### src/rtl/unary_add_pkg.sv
// Shared types and constants for the radix-5 unary adder sequencer.
// Digits are 3-bit binary values 0..4; each phase lasts five cycles.
package unary_add_pkg;
  localparam int DIGIT_W   = 3;
  localparam int RADIX     = 5;
  localparam int PHASE_LEN = 5;
  localparam int PHASE_W   = 3;
  localparam logic [DIGIT_W-1:0] MAX_DIGIT = DIGIT_W'(RADIX - 1);

  typedef enum logic [1:0] {
    IDLE,
    READ,
    WRITE,
    DONE
  } state_e;
endpackage

### src/rtl/unary_pulse_gen.sv
// Thermometer encoder for one digit: pulse is high while k < value.
// Out-of-range digits are clamped to the largest legal digit.
module unary_pulse_gen
  import unary_add_pkg::*;
(
  input  logic [DIGIT_W-1:0] value_i,
  input  logic [PHASE_W-1:0] k_i,
  output logic               pulse_o,
  output logic [DIGIT_W-1:0] clamp_o,
  output logic               err_o
);
  assign err_o   = value_i > MAX_DIGIT;
  assign clamp_o = err_o ? MAX_DIGIT : value_i;
  assign pulse_o = k_i < PHASE_W'(clamp_o);
endmodule

### src/rtl/unary_add_seq.sv
// Digit-serial sequencer driving one radix-5 unary adder slice.
// Feeds unary pulses, ripples carry, counts dout pulses into digits.
module unary_add_seq
  import unary_add_pkg::*;
#(
  parameter int DIGITS = 4
) (
  input  logic                      clk,
  input  logic                      rst_n,
  input  logic                      start,
  input  logic [DIGIT_W*DIGITS-1:0] a_digits,
  input  logic [DIGIT_W*DIGITS-1:0] b_digits,
  output logic                      busy,
  output logic                      done,
  output logic [DIGIT_W*DIGITS-1:0] sum_digits,
  output logic                      carry_out,
  output logic                      input_err,
  output logic                      add_A,
  output logic                      add_B,
  output logic                      add_en,
  output logic                      add_rw,
  input  logic                      add_dout,
  input  logic                      add_C
);
  localparam int W  = DIGIT_W * DIGITS;
  localparam int IW = (DIGITS > 1) ? $clog2(DIGITS) : 1;
  localparam logic [PHASE_W-1:0] K_LAST = PHASE_W'(PHASE_LEN - 1);
  localparam logic [IW-1:0] D_LAST = IW'(DIGITS - 1);

  state_e state_q, state_d;
  logic [PHASE_W-1:0] k_q, k_d;
  logic [IW-1:0] d_q, d_d, d_prev, ci;
  logic [W-1:0] a_q, a_d, b_q, b_d;
  logic [W-1:0] sum_q, sum_d;
  logic [W-1:0] a_src, b_src, a_clp, b_clp;
  logic [DIGITS-1:0] a_pul, b_pul, a_err, b_err;
  logic cout_q, cout_d, err_q, err_d;
  logic cin_q, cin_d, cap_q, cap_d;
  logic [DIGIT_W-1:0] ones_q, ones_d, ones_fin;
  logic k_last, commit;

  // Clamp/error on live inputs while idle, pulses on latched ones after.
  assign a_src = (state_q == IDLE) ? a_digits : a_q;
  assign b_src = (state_q == IDLE) ? b_digits : b_q;

  for (genvar i = 0; i < DIGITS; i++) begin : g_dig
    unary_pulse_gen u_a (
      .value_i(a_src[DIGIT_W*i +: DIGIT_W]),
      .k_i    (k_q),
      .pulse_o(a_pul[i]),
      .clamp_o(a_clp[DIGIT_W*i +: DIGIT_W]),
      .err_o  (a_err[i])
    );
    unary_pulse_gen u_b (
      .value_i(b_src[DIGIT_W*i +: DIGIT_W]),
      .k_i    (k_q),
      .pulse_o(b_pul[i]),
      .clamp_o(b_clp[DIGIT_W*i +: DIGIT_W]),
      .err_o  (b_err[i])
    );
  end

  assign k_last   = (k_q == K_LAST);
  assign d_prev   = d_q - 1'b1;
  assign ones_fin = ones_q + DIGIT_W'(add_dout);

  always_comb begin
    state_d = state_q;
    k_d     = k_q;
    d_d     = d_q;
    a_d     = a_q;
    b_d     = b_q;
    sum_d   = sum_q;
    cout_d  = cout_q;
    err_d   = err_q;
    cin_d   = cin_q;
    cap_d   = cap_q;
    ones_d  = ones_q;
    commit  = 1'b0;
    ci      = d_q;
    add_A   = 1'b0;
    add_B   = 1'b0;
    add_en  = 1'b0;
    add_rw  = 1'b0;
    unique case (state_q)
      IDLE: begin
        if (start) begin
          a_d     = a_clp;
          b_d     = b_clp;
          err_d   = |{a_err, b_err};
          sum_d   = '0;
          cout_d  = 1'b0;
          cin_d   = 1'b0;
          cap_d   = 1'b0;
          ones_d  = '0;
          d_d     = '0;
          k_d     = '0;
          state_d = READ;
        end
      end
      READ: begin
        add_en = 1'b1;
        add_A  = k_last ? cin_q : a_pul[d_q];
        add_B  = k_last ? 1'b0 : b_pul[d_q];
        if (k_q == '0) begin
          // Last dout sample of the previous digit lands here.
          if (d_q != '0) begin
            commit = 1'b1;
            ci     = d_prev;
            cin_d  = cap_q;
            cap_d  = 1'b0;
            ones_d = '0;
          end
        end else begin
          cap_d = cap_q | add_C;
        end
        k_d = k_q + 1'b1;
        if (k_last) begin
          k_d     = '0;
          state_d = WRITE;
        end
      end
      WRITE: begin
        add_en = 1'b1;
        add_rw = 1'b1;
        if (k_q == '0) cap_d = cap_q | add_C;
        else ones_d = ones_fin;
        k_d = k_q + 1'b1;
        if (k_last) begin
          k_d = '0;
          if (d_q == D_LAST) begin
            state_d = DONE;
          end else begin
            d_d     = d_q + 1'b1;
            state_d = READ;
          end
        end
      end
      DONE: begin
        commit  = 1'b1;
        cout_d  = cap_q;
        state_d = IDLE;
      end
      default: state_d = IDLE;
    endcase
    if (commit) begin
      for (int i = 0; i < DIGITS; i++) begin
        if (IW'(i) == ci) sum_d[DIGIT_W*i +: DIGIT_W] = ones_fin;
      end
    end
  end

  always_ff @(posedge clk or negedge rst_n) begin
    if (!rst_n) begin
      state_q <= IDLE;
      k_q     <= '0;
      d_q     <= '0;
      a_q     <= '0;
      b_q     <= '0;
      sum_q   <= '0;
      cout_q  <= 1'b0;
      err_q   <= 1'b0;
      cin_q   <= 1'b0;
      cap_q   <= 1'b0;
      ones_q  <= '0;
    end else begin
      state_q <= state_d;
      k_q     <= k_d;
      d_q     <= d_d;
      a_q     <= a_d;
      b_q     <= b_d;
      sum_q   <= sum_d;
      cout_q  <= cout_d;
      err_q   <= err_d;
      cin_q   <= cin_d;
      cap_q   <= cap_d;
      ones_q  <= ones_d;
    end
  end

  // The final digit is committed in DONE, so bypass it to the outputs.
  assign busy       = (state_q == READ) || (state_q == WRITE);
  assign done       = (state_q == DONE);
  assign sum_digits = (state_q == DONE) ? sum_d : sum_q;
  assign carry_out  = (state_q == DONE) ? cout_d : cout_q;
  assign input_err  = err_q;
endmodule

### config.mk
export PLATFORM = sky130hd
export DESIGN_NAME = unary_add_seq
export DESIGN_NICKNAME = d
export VERILOG_FILES = /design/src/rtl/unary_add_pkg.sv /design/src/rtl/unary_pulse_gen.sv /design/src/rtl/unary_add_seq.sv
export SDC_FILE = /design/constraint.sdc
export NUM_CORES = 1
export LEC_CHECK = 0
export CORE_MARGIN = 1.5
export CORE_UTILIZATION = 60
export DETAILED_ROUTE_END_ITERATION = 12
export HOLD_SLACK_MARGIN = 0.02
export PLACE_DENSITY_LB_ADDON = 0.25
export SYNTH_ARGS = -nofsm -noshare
export SYNTH_HDL_FRONTEND = slang
export SYNTH_SLANG_ARGS = --single-unit
### constraint.sdc
create_clock -name clk -period 9.6 [get_ports clk]
set_clock_uncertainty 0.2 [all_clocks]
set_input_delay 2.4 -clock clk [delete_from_list [all_inputs] [get_ports clk]]
set_output_delay 2.4 -clock clk [all_outputs]
set_load 0.02 [all_outputs]
==> qor.yml, run 1 <==
status: "finished, final reports clean"
clock_path_buffers: 2
p_sw_share_pct: 47.47
layout_min_cycle_time_ps: 7656
rsz0062_at_grt: "false"
busiest_layer: "met2"
critPathCaptureType: "output pin"
ys_seq_elements: 50
die_x_um: 80.46
p_clk_share_pct: 10.5
drc_errors: 0
use_met1_pct: 38.06
grt_pass1_vias: 3203
yosys-top-cells-area: "dfrtp_1 (35%), nand2_1 (10%), ha_1 (9.4%)"
wirelength_mm: 8.771
grt_pass1_wl_mm: 14.88
area_growth_pct: 15.71
ctsResizeCount: 0
syn-cell-area_um2: 3600
synth.most_common_cell: "nand2_1"
worstPathMaxFanout: 4
worstSetupPathType: "in2out"
synthFlopType: "dfrtp_1"
seq_area_frac_synth_pct: 34.76
grt-ovfl-total: 0
synthDistinctLibCells: 61
critPathSlowestCell: "clkdlybuf4s50_1"
intPower_uw: 636.7
hold_buffers: 0
p_leak_uw: 0.001853
irDropWorstVdd_mv: 0.1700
async_reset_ff_share_pct: 100.0
met2_usage_pct: 50.34
route.vias.total: 3178
io_buffers: 48
p_per_area_nw_per_um2: 291.0
drv_cap: 0
gp_congestion: 0.8476
syn_nets: 463
cts_buffers: 5
path_common_cell: "clkdlybuf4s50_1"
tightest_slew_ps: 685.9
drt_iter0_drc: 207
synth_edf_count: 0
detail-route-antenna-nets: 0
place_inst: 510
final_nets: 498
slew_viol_final: 0
initial_core_util_pct: 61.53
vias_per_cell: 6.159
cp_cell_sequence: "clkdlybuf4s50_1 > mux2i_1 > nand2_1 > ha_1 > nor4b_1 > a21oi_1 > and3_1 > a221oi_1 > clkdlybuf4s50_1"
drive_above_1_share_pct: 5.215
grt_max_degree: 55
post-dp-hpwl_mm: 6.128
antenna_found_initial: 0
period_share_pct: 79.75
die_h_um: 80.46
worstHoldPathType: "reg2reg"
globalRouteTotalUtil_pct: 29.57
combinationalPowerShare_pct: 59.8
p_seq_share_pct: 29.7
yosysWarnings: 0
grt_util_met3_pct: 4.545
io_pins: 49
tns_ps: 0
slew_headroom_pct: 54.27
clock_sinks: 50
crit_path_start_kind: "input pin"
die-area_um2: 6473
synth.largest_area_cell: "dfrtp_1"
clk_latency_ps: 300
hold_viol: 0
setup_violations: 0
critPathMaxStageDelay_ps: 650
synth_top_area_share_pct: 34.76
cts_setup_buffers: 0
core-area_um2: 5851
wire_per_inst_um: 17.00
fillCellCount: 479
netSwitchingPower_uw: 575.4
syn_inst: 407
arrival_ps: 5060
avgSynthCellArea_um2: 8.844
stdcell_count: 516
synthTopCellsByCount: "nand2_1 (99), dfrtp_1 (50), ha_1 (27), o21ai_1 (27), mux2i_1 (21)"
cts_tree: "done"
h-tree-depth: 2
cp.required_ps: 7000
path_clk_slew_ps: 90
fmax_mhz: 130.6
root_buffer: "clkbuf_8"
drt_pass1_iterations: 4
rows: 28
antenna_cells: 0
-- stage by stage --
stage          hold WS, ps  power (µW)  worst slack (ps)  area, µm²  utilization (%)
6_report             296.7        1212              1944       4165            71.19
5_1_grt              321.2        1316              1730       4165            71.19
4_1_cts              297.5        1211              1948       4165            71.19
3_5_place_dp         269.3        1080              1956       4083            69.78
3_3_place_gp         258.6        1047              2025       4083            69.78
2_1_floorplan        242.0       883.7              2864       3600                -
-- registers in the layout (all words and copies together), names as in the netlist --
register	cells
a_q	12
b_q	12
sum_q	12
k_q	3
ones_q	3
d_q	2
state_q	2
cap_q	1
cin_q	1
cout_q	1
input_err	1
-- area by class of cell --
class,instances,area [µm²],area share (%)
Multi-Input combinational cell,317,2176,52.24
Tap cell,75,93.84,2.253
Timing Repair Buffer,51,498.0,11.96
Inverter,17,63.81,1.532
Clock buffer,6,82.58,1.983
Sequential cell,50,1251,30.04
-- kinds of logic after synthesis --
family          count (synthesis)  share of synthesized area, %
compound gates                 96                         19.36
buf+inv                        40                         4.866
flops                          50                         34.76
fa+ha+maj                      27                         9.385
xor+xnor                        1                        0.2434
simple gates                  162                         22.11
mux                            31                         9.280
-- critical path, delay by kind of cell --
family | cells | cell delay (ps)
multiplexers | 1 | 300
AO/OA/AOI/OAI | 2 | 340
buffers and inverters | 2 | 1090
adder cells (fa/ha/maj) | 1 | 320
AND/OR/NAND/NOR | 3 | 600
-- power by group through the flow --
stage                     clock network [µW]  registers (µW)  logic [µW]
after floorplan                            0             333         551
after global placement                     0             359         688
after detailed placement                   0             362         718
after CTS                                129             360         723
after global routing                     136             372         809
final                                    127             361         724
-- placed cells by master (no fill, tap or decap), drive strengths merged, types with 3 or more instances in the layout --
master / Yosys / layout
clkbuf: 11 / 6
a21oi: 8 / 8
dfrtp: 50 / 50
o21ai: 35 / 35
inv: 17 / 17
nor2b: 3 / 3
nor4: 3 / 3
o22ai: 8 / 8
ha: 27 / 27
nor4b: 6 / 6
o211ai: 3 / 3
o31ai: 4 / 4
clkdlybuf4s50: 0 / 47
nand2b: 4 / 4
mux2: 9 / 9
nand2: 99 / 99
a211oi: 10 / 10
buf: 12 / 4
nor4bb: 4 / 4
a2111oi: 3 / 3
nor3: 12 / 12
nor2: 12 / 12
mux2i: 22 / 22
o211a: 3 / 3
-- worst paths after layout --
| path | from | end | slack [ps] | depth (start not counted) |
|---|---|---|---|---|
| setup / recovery | b_digits[11] | add_B | 1940 | 9 |
| setup reg to reg | state_q[0] | input_err | 6720 | 7 |
| hold reg to reg | ones_q[0] | ones_q[0] | 300 | 2 |
| max in group asynchronous | rst_n | b_q[7] | 6760 | 2 |
| min in group asynchronous | rst_n | sum_q[2] | 1990 | 2 |
| hold / removal | ones_q[0] | ones_q[0] | 300 | 2 |
-- metal layers --
layer  routed length, µm  up-vias
met5                   0        -
met4                 125        0
met3                 437       11
met2                4370      110
met1                3838     1512
li1                    -     1545
Power figures use the tool's default switching activity.
==> run 2, diff against run 1 <==
--- a/config.mk
+++ b/config.mk
@@ -6,7 +6,7 @@
 export NUM_CORES = 1
 export LEC_CHECK = 0
 export CORE_MARGIN = 1.5
-export CORE_UTILIZATION = 60
+export CORE_UTILIZATION = 50
 export DETAILED_ROUTE_END_ITERATION = 12
 export HOLD_SLACK_MARGIN = 0.02
 export PLACE_DENSITY_LB_ADDON = 0.25
==> constraint.sdc (replaced) <==
create_clock -name clk -period 6.47 [get_ports clk]
set_clock_uncertainty 0.2 [all_clocks]
set_input_delay 1.6175 -clock clk [delete_from_list [all_inputs] [get_ports clk]]
set_output_delay 1.6175 -clock clk [all_outputs]
set_load 0.02 [all_outputs]
==> run 2 against run 1 <==
Via count is 2.5% lower. Combinational power rose by 46%. Flip-flop and latch count did not move. Critical endpoint unchanged.
==> qor.yml, run 2 (synthesis results as in run 1) <==
initial_core_util_pct: 52.40  # -9.1 points
cts_tree: "done"
layout_common_cells: "nand2_1 (99), dfrtp_1 (50), clkdlybuf4s50_1 (47)"
h-tree-depth: 2  # unchanged
crit_path_start_kind: "input pin"
grt-ovfl-total: 0  # unchanged
drt_pass1_iterations: 4  # unchanged
place_ws_ps: 296.5  # -1660 ps
critPathSlowestCell: "clkdlybuf4s50_1"
fmax_mhz: 161.6
status: "finished, final reports clean"
tns_ps: 0  # unchanged
antenna_found_initial: 0  # unchanged
layout_min_cycle_time_ps: 6190
stdcell_count: 540  # +4.7%
setup_violations: 0  # unchanged
critPathCaptureType: "output pin"
area_growth_pct: 16.89
drive_above_1_share_pct: 5.631  # +0.42 points
drv_cap: 0  # unchanged
slew_headroom_pct: 41.10  # -13 points
hold_viol: 0  # unchanged
p_per_area_nw_per_um2: 424.5  # +46%
ctsResizeCount: 0  # unchanged
place_inst: 532  # +4.3%
rsz0062_at_grt: "false"
grt_pass1_vias: 3065  # -4.3%
worstHoldPathType: "reg2reg"
grt_pass1_wl_mm: 14.45  # -2.9%
final_common_cell: "nand2_1"
cts_buffers: 5  # unchanged
hold_buffers: 0  # unchanged
core-area_um2: 6869  # +17%
wirelength_mm: 8.324  # -5.1%
post-dp-hpwl_mm: 5.882  # -4.0%
grt_max_degree: 53  # -3.6%
die-area_um2: 7718  # +19%
critPathMaxStageDelay_ps: 670  # +20 ps
finalPower_uw: 1786  # +47%
rows: 30  # +7.1%
worst_slack_ps: 280.4  # -1663 ps
path_common_cell: "clkdlybuf4s50_1"
slew_viol_final: 0  # unchanged
arrival_ps: 4370  # -690 ps
drt_iter0_drc: 187  # -9.7%
detail-route-antenna-nets: 0  # unchanged
final_nets: 499  # +0.20%
irDropWorstVdd_mv: 0.2077  # +22%
io_pins: 49  # unchanged
worstPathMaxFanout: 4  # unchanged
r2r_setup_slack_ps: 3190  # -3530 ps
cp.required_ps: 4650  # -2350 ps
path_clk_slew_ps: 90  # about the same
cts_setup_buffers: 0  # unchanged
antenna_cells: 0  # unchanged
drc_errors: 0  # unchanged
wire_per_inst_um: 15.41  # -9.3%
root_buffer: "clkbuf_8"
globalRouteTotalUtil_pct: 23.63  # -5.9 points
die_x_um: 87.85  # +9.2%
die_h_um: 87.85  # +9.2%
tightest_slew_ps: 883.5  # +197.6 ps
worstSetupPathType: "in2out"
clk_latency_ps: 300  # about the same
fillCellCount: 598  # +25%
clock_path_buffers: 2  # unchanged
vias_per_cell: 5.741  # -6.8%
io_buffers: 48  # unchanged
largest_registers: "a_q x12, b_q x12, sum_q x12"
period_share_pct: 95.67
clock_sinks: 50  # unchanged
route.vias.total: 3100  # -2.5%
p_leak_uw: 0.001862  # +0.50%
gp_congestion: 0.8309  # -2.0%
cp_cell_sequence: "clkdlybuf4s50_1 > mux2i_1 > nand2_1 > ha_1 > nor4b_1 > a21oi_1 > and3_1 > a221oi_1 > clkdlybuf4s50_1"
## run 2: changes by cell type in the layout (fill, tap and decap cells not counted)
cell | before | now
buf_4 | 3 | 4
clkbuf_1 | 0 | 1
clkinv_2 | 0 | 1
## run 2: cell type report
class / instances / area, µm² / share of cell area (%)
Multi-Input combinational cell: 317 / 2176 / 51.71
Timing Repair Buffer: 52 / 505.5 / 12.01
Clock buffer: 7 / 86.33 / 2.052
Inverter: 17 / 63.81 / 1.517
Sequential cell: 50 / 1251 / 29.74
Clock inverter: 1 / 5.005 / 0.1189
Tap cell: 96 / 120.1 / 2.855
## run 2: worst paths after layout
| check | startpoint | endpoint | depth (start not counted) |
|---|---|---|---|
| min in group asynchronous | rst_n | ones_q[2] | 2 |
| min | ones_q[1] | ones_q[1] | 2 |
| max reg2reg | state_q[0] | input_err | 7 |
| min reg2reg | ones_q[1] | ones_q[1] | 2 |
| max in group asynchronous | rst_n | d_q[1] | 2 |
| max | b_digits[11] | add_B | 9 |
## run 2: critical path: cells and delay by family
| kind | cells | cell delay, ps |
|---|---|---|
| buf+inv | 2 | 1120 |
| mux | 1 | 310 |
| compound gates | 2 | 380 |
| fa+ha+maj | 1 | 320 |
| simple gates | 3 | 620 |
## run 2: power by group
part | leakage [µW] | internal [µW] | total [µW] | switching (µW)
logic | 0.00116 | 446 | 1060 | 618
clock network | 0.0000482 | 86.5 | 190 | 103
registers | 0.000658 | 419 | 532 | 113
## run 2: per-layer routing
metal / GRT usage (%) / share of wire (%) / routed length, µm
met1: 31.79 / 46 / 3788
met4: 6.494 / 0.91 / 76
met5: 0 / 0 / 0
met2: 39.83 / 48 / 4011
met3: 3.299 / 5.4 / 448
## run 2: stage by stage
step	area, µm²	utilization, %	hold slack (ps)
2_1_floorplan	3600	-	242.0
3_3_place_gp	4116	59.93	257.9
3_5_place_dp	4116	59.93	274.0
4_1_cts	4208	61.26	294.3
5_1_grt	4208	61.26	323.9
6_report	4208	61.26	291.4
==> run 3, diff against run 2 <==
==> constraint.sdc (replaced) <==
create_clock -name clk -period 5.3 [get_ports clk]
set_clock_uncertainty 0.2 [all_clocks]
set_input_delay 1.325 -clock clk [delete_from_list [all_inputs] [get_ports clk]]
set_output_delay 1.325 -clock clk [all_outputs]
set_load 0.02 [all_outputs]
==> run 3 against run 2 <==
Register-to-register slack got worse by 700 ps. Wire length grew 8.1%. Worst hold slack lost 7.2 ps. Utilization up 3.2 points. Non-clock buffer count rose by 21. Setup slack worse by 150 ps. Largest cell class unchanged.
==> qor.yml, run 3 (synthesis results as in run 1) <==
worstHoldPathType: "reg2reg"
io_buffers: 48  # unchanged
path_clk_slew_ps: 100  # about the same
layout_common_cells: "nand2_1 (99), dfrtp_1 (50), clkdlybuf4s50_1 (45)"
initial_core_util_pct: 52.40  # unchanged
h-tree-depth: 2  # unchanged
detail-route-antenna-nets: 0  # unchanged
fmax_mhz: 193.3
slew_viol_final: 0  # unchanged
drv_cap: 0  # unchanged
grt-ovfl-total: 0  # unchanged
p_seq_share_pct: 26.4  # -3.4 points
critPathCaptureType: "output pin"
rsz0062_at_grt: "false"
wire_per_inst_um: 16.04  # +4.0%
final_nets: 520  # +4.2%
die_h_um: 87.85  # unchanged
cts_setup_buffers: 0  # unchanged
seq_area_um2: 1251  # unchanged
drt_iter0_drc: 188  # +0.53%
route.vias.total: 3266  # +5.4%
arrival_ps: 3650  # -720 ps
period_share_pct: 97.63
drc_errors: 0  # unchanged
gp_congestion: 0.8307  # about the same
setup_violations: 0  # unchanged
antenna_found_initial: 0  # unchanged
whs_ps: 284.2  # -7.227 ps
rows: 30  # unchanged
irDropWorstVdd_mv: 0.2363  # +14%
cts_tree: "done"
cp.required_ps: 3770  # -880 ps
antenna_cells: 0  # unchanged
grt_pass1_vias: 3200  # +4.4%
largest_registers: "a_q x12, b_q x12, sum_q x12"
post-dp-hpwl_mm: 6.413  # +9.0%
p_per_area_nw_per_um2: 542.2  # +28%
hold_viol: 0  # unchanged
core-area_um2: 6869  # unchanged
die-area_um2: 7718  # unchanged
io_pins: 49  # unchanged
tns_ps: 0  # unchanged
netSwitchingPower_uw: 1067  # +28%
combinationalPowerShare_pct: 59.8  # +0.2 points
p_leak_uw: 0.002005  # +7.6%
stdcell_count: 561  # +3.9%
cts_buffers: 5  # unchanged
grt_pass1_wl_mm: 15.21  # +5.3%
final_common_cell: "nand2_1"
slew_headroom_pct: 54.72  # +14 points
intPower_uw: 1335  # +40%
place_inst: 553  # +3.9%
fillCellCount: 584  # -2.3%
area_growth_pct: 23.08
drive_above_1_share_pct: 10.54  # +4.9 points
wirelength_mm: 8.996  # +8.1%
utilization_pct: 64.50  # +3.2 points
clock_path_buffers: 2  # unchanged
clock_sinks: 50  # unchanged
layout_min_cycle_time_ps: 5175
crit_path_start_kind: "input pin"
hold_buffers: 0  # unchanged
status: "finished, final reports clean"
place_area_um2: 4274  # +3.8%
globalRouteTotalUtil_pct: 25.37  # +1.7 points
grt_max_degree: 53  # unchanged
stdcell_area_um2: 4431  # +5.3%
tightest_slew_ps: 679.3  # -204.3 ps
root_buffer: "clkbuf_8"
worstSetupPathType: "in2out"
worstPathMaxFanout: 2  # -2
drt_pass1_iterations: 5  # +1
p_sw_share_pct: 44.43  # -2.3 points
clk_latency_ps: 320  # +20 ps
p_clk_share_pct: 13.8  # +3.2 points
multi_input_area_um2: 2193  # +0.80%
vias_per_cell: 5.822  # +1.4%
die_x_um: 87.85  # unchanged
-- run 3: layer usage --
| layer | track usage, % | share of wire (%) |
|---|---|---|
| met2 | 43.37 | 49 |
| met3 | 3.864 | 5.0 |
| met5 | 0 | 0 |
| met4 | 7.071 | 1.3 |
| met1 | 33.35 | 44 |
-- run 3: path summary, 6_finish.rpt --
| check | end | slack [ps] | depth (start not counted) | startpoint |
|---|---|---|---|---|
| setup reg to reg | input_err | 2490 | 9 | state_q[0] |
| setup / recovery | add_B | 130 | 9 | b_digits[11] |
| max in group asynchronous | sum_q[10] | 3540 | 2 | rst_n |
| hold / removal | a_q[3] | 280 | 2 | a_q[3] |
| min in group asynchronous | sum_q[3] | 920 | 2 | rst_n |
| hold reg to reg | a_q[3] | 280 | 2 | a_q[3] |
-- run 3: area by class of cell --
| cell class | count | area share, % |
|---|---|---|
| multi-input combinational | 317 | 49.51 |
| clock inverter | 3 | 1.553 |
| inverter | 17 | 1.440 |
| clock buffer | 5 | 1.553 |
| sequential | 50 | 28.24 |
| tap | 96 | 2.711 |
| timing repair buffer | 73 | 15.00 |
-- run 3: through the flow --
step | power [µW] | setup slack (ps)
finish | 2402 | 125.4
global route | 2610 | 41.34
CTS | 2385 | 38.57
detailed placement | 2047 | -144.6
global placement | 1996 | -154.7
floorplan | 1601 | 713.9
-- run 3: power groups by stage --
stage	combinational (µW)	sequential, µW	clock, µW
after floorplan	998	603	0
after global placement	1360	632	0
after detailed placement	1410	638	0
after CTS	1420	631	336
after global routing	1610	655	349
final	1440	634	332
-- run 3: timing repair --
item,in CTS,in global routing
endpoints found under the setup margin,2,1
gates resized for setup,2,3
endpoints found under the hold margin,0,0
-- run 3: critical path: stages --
cell,delay [ps]
clkdlybuf4s50_1,430
mux2i_1,220
nand2_1,110
ha_1,300
nor4b_1,300
a21oi_1,70
and3_1,180
a221oi_1,320
dlygate4sd2_1,380
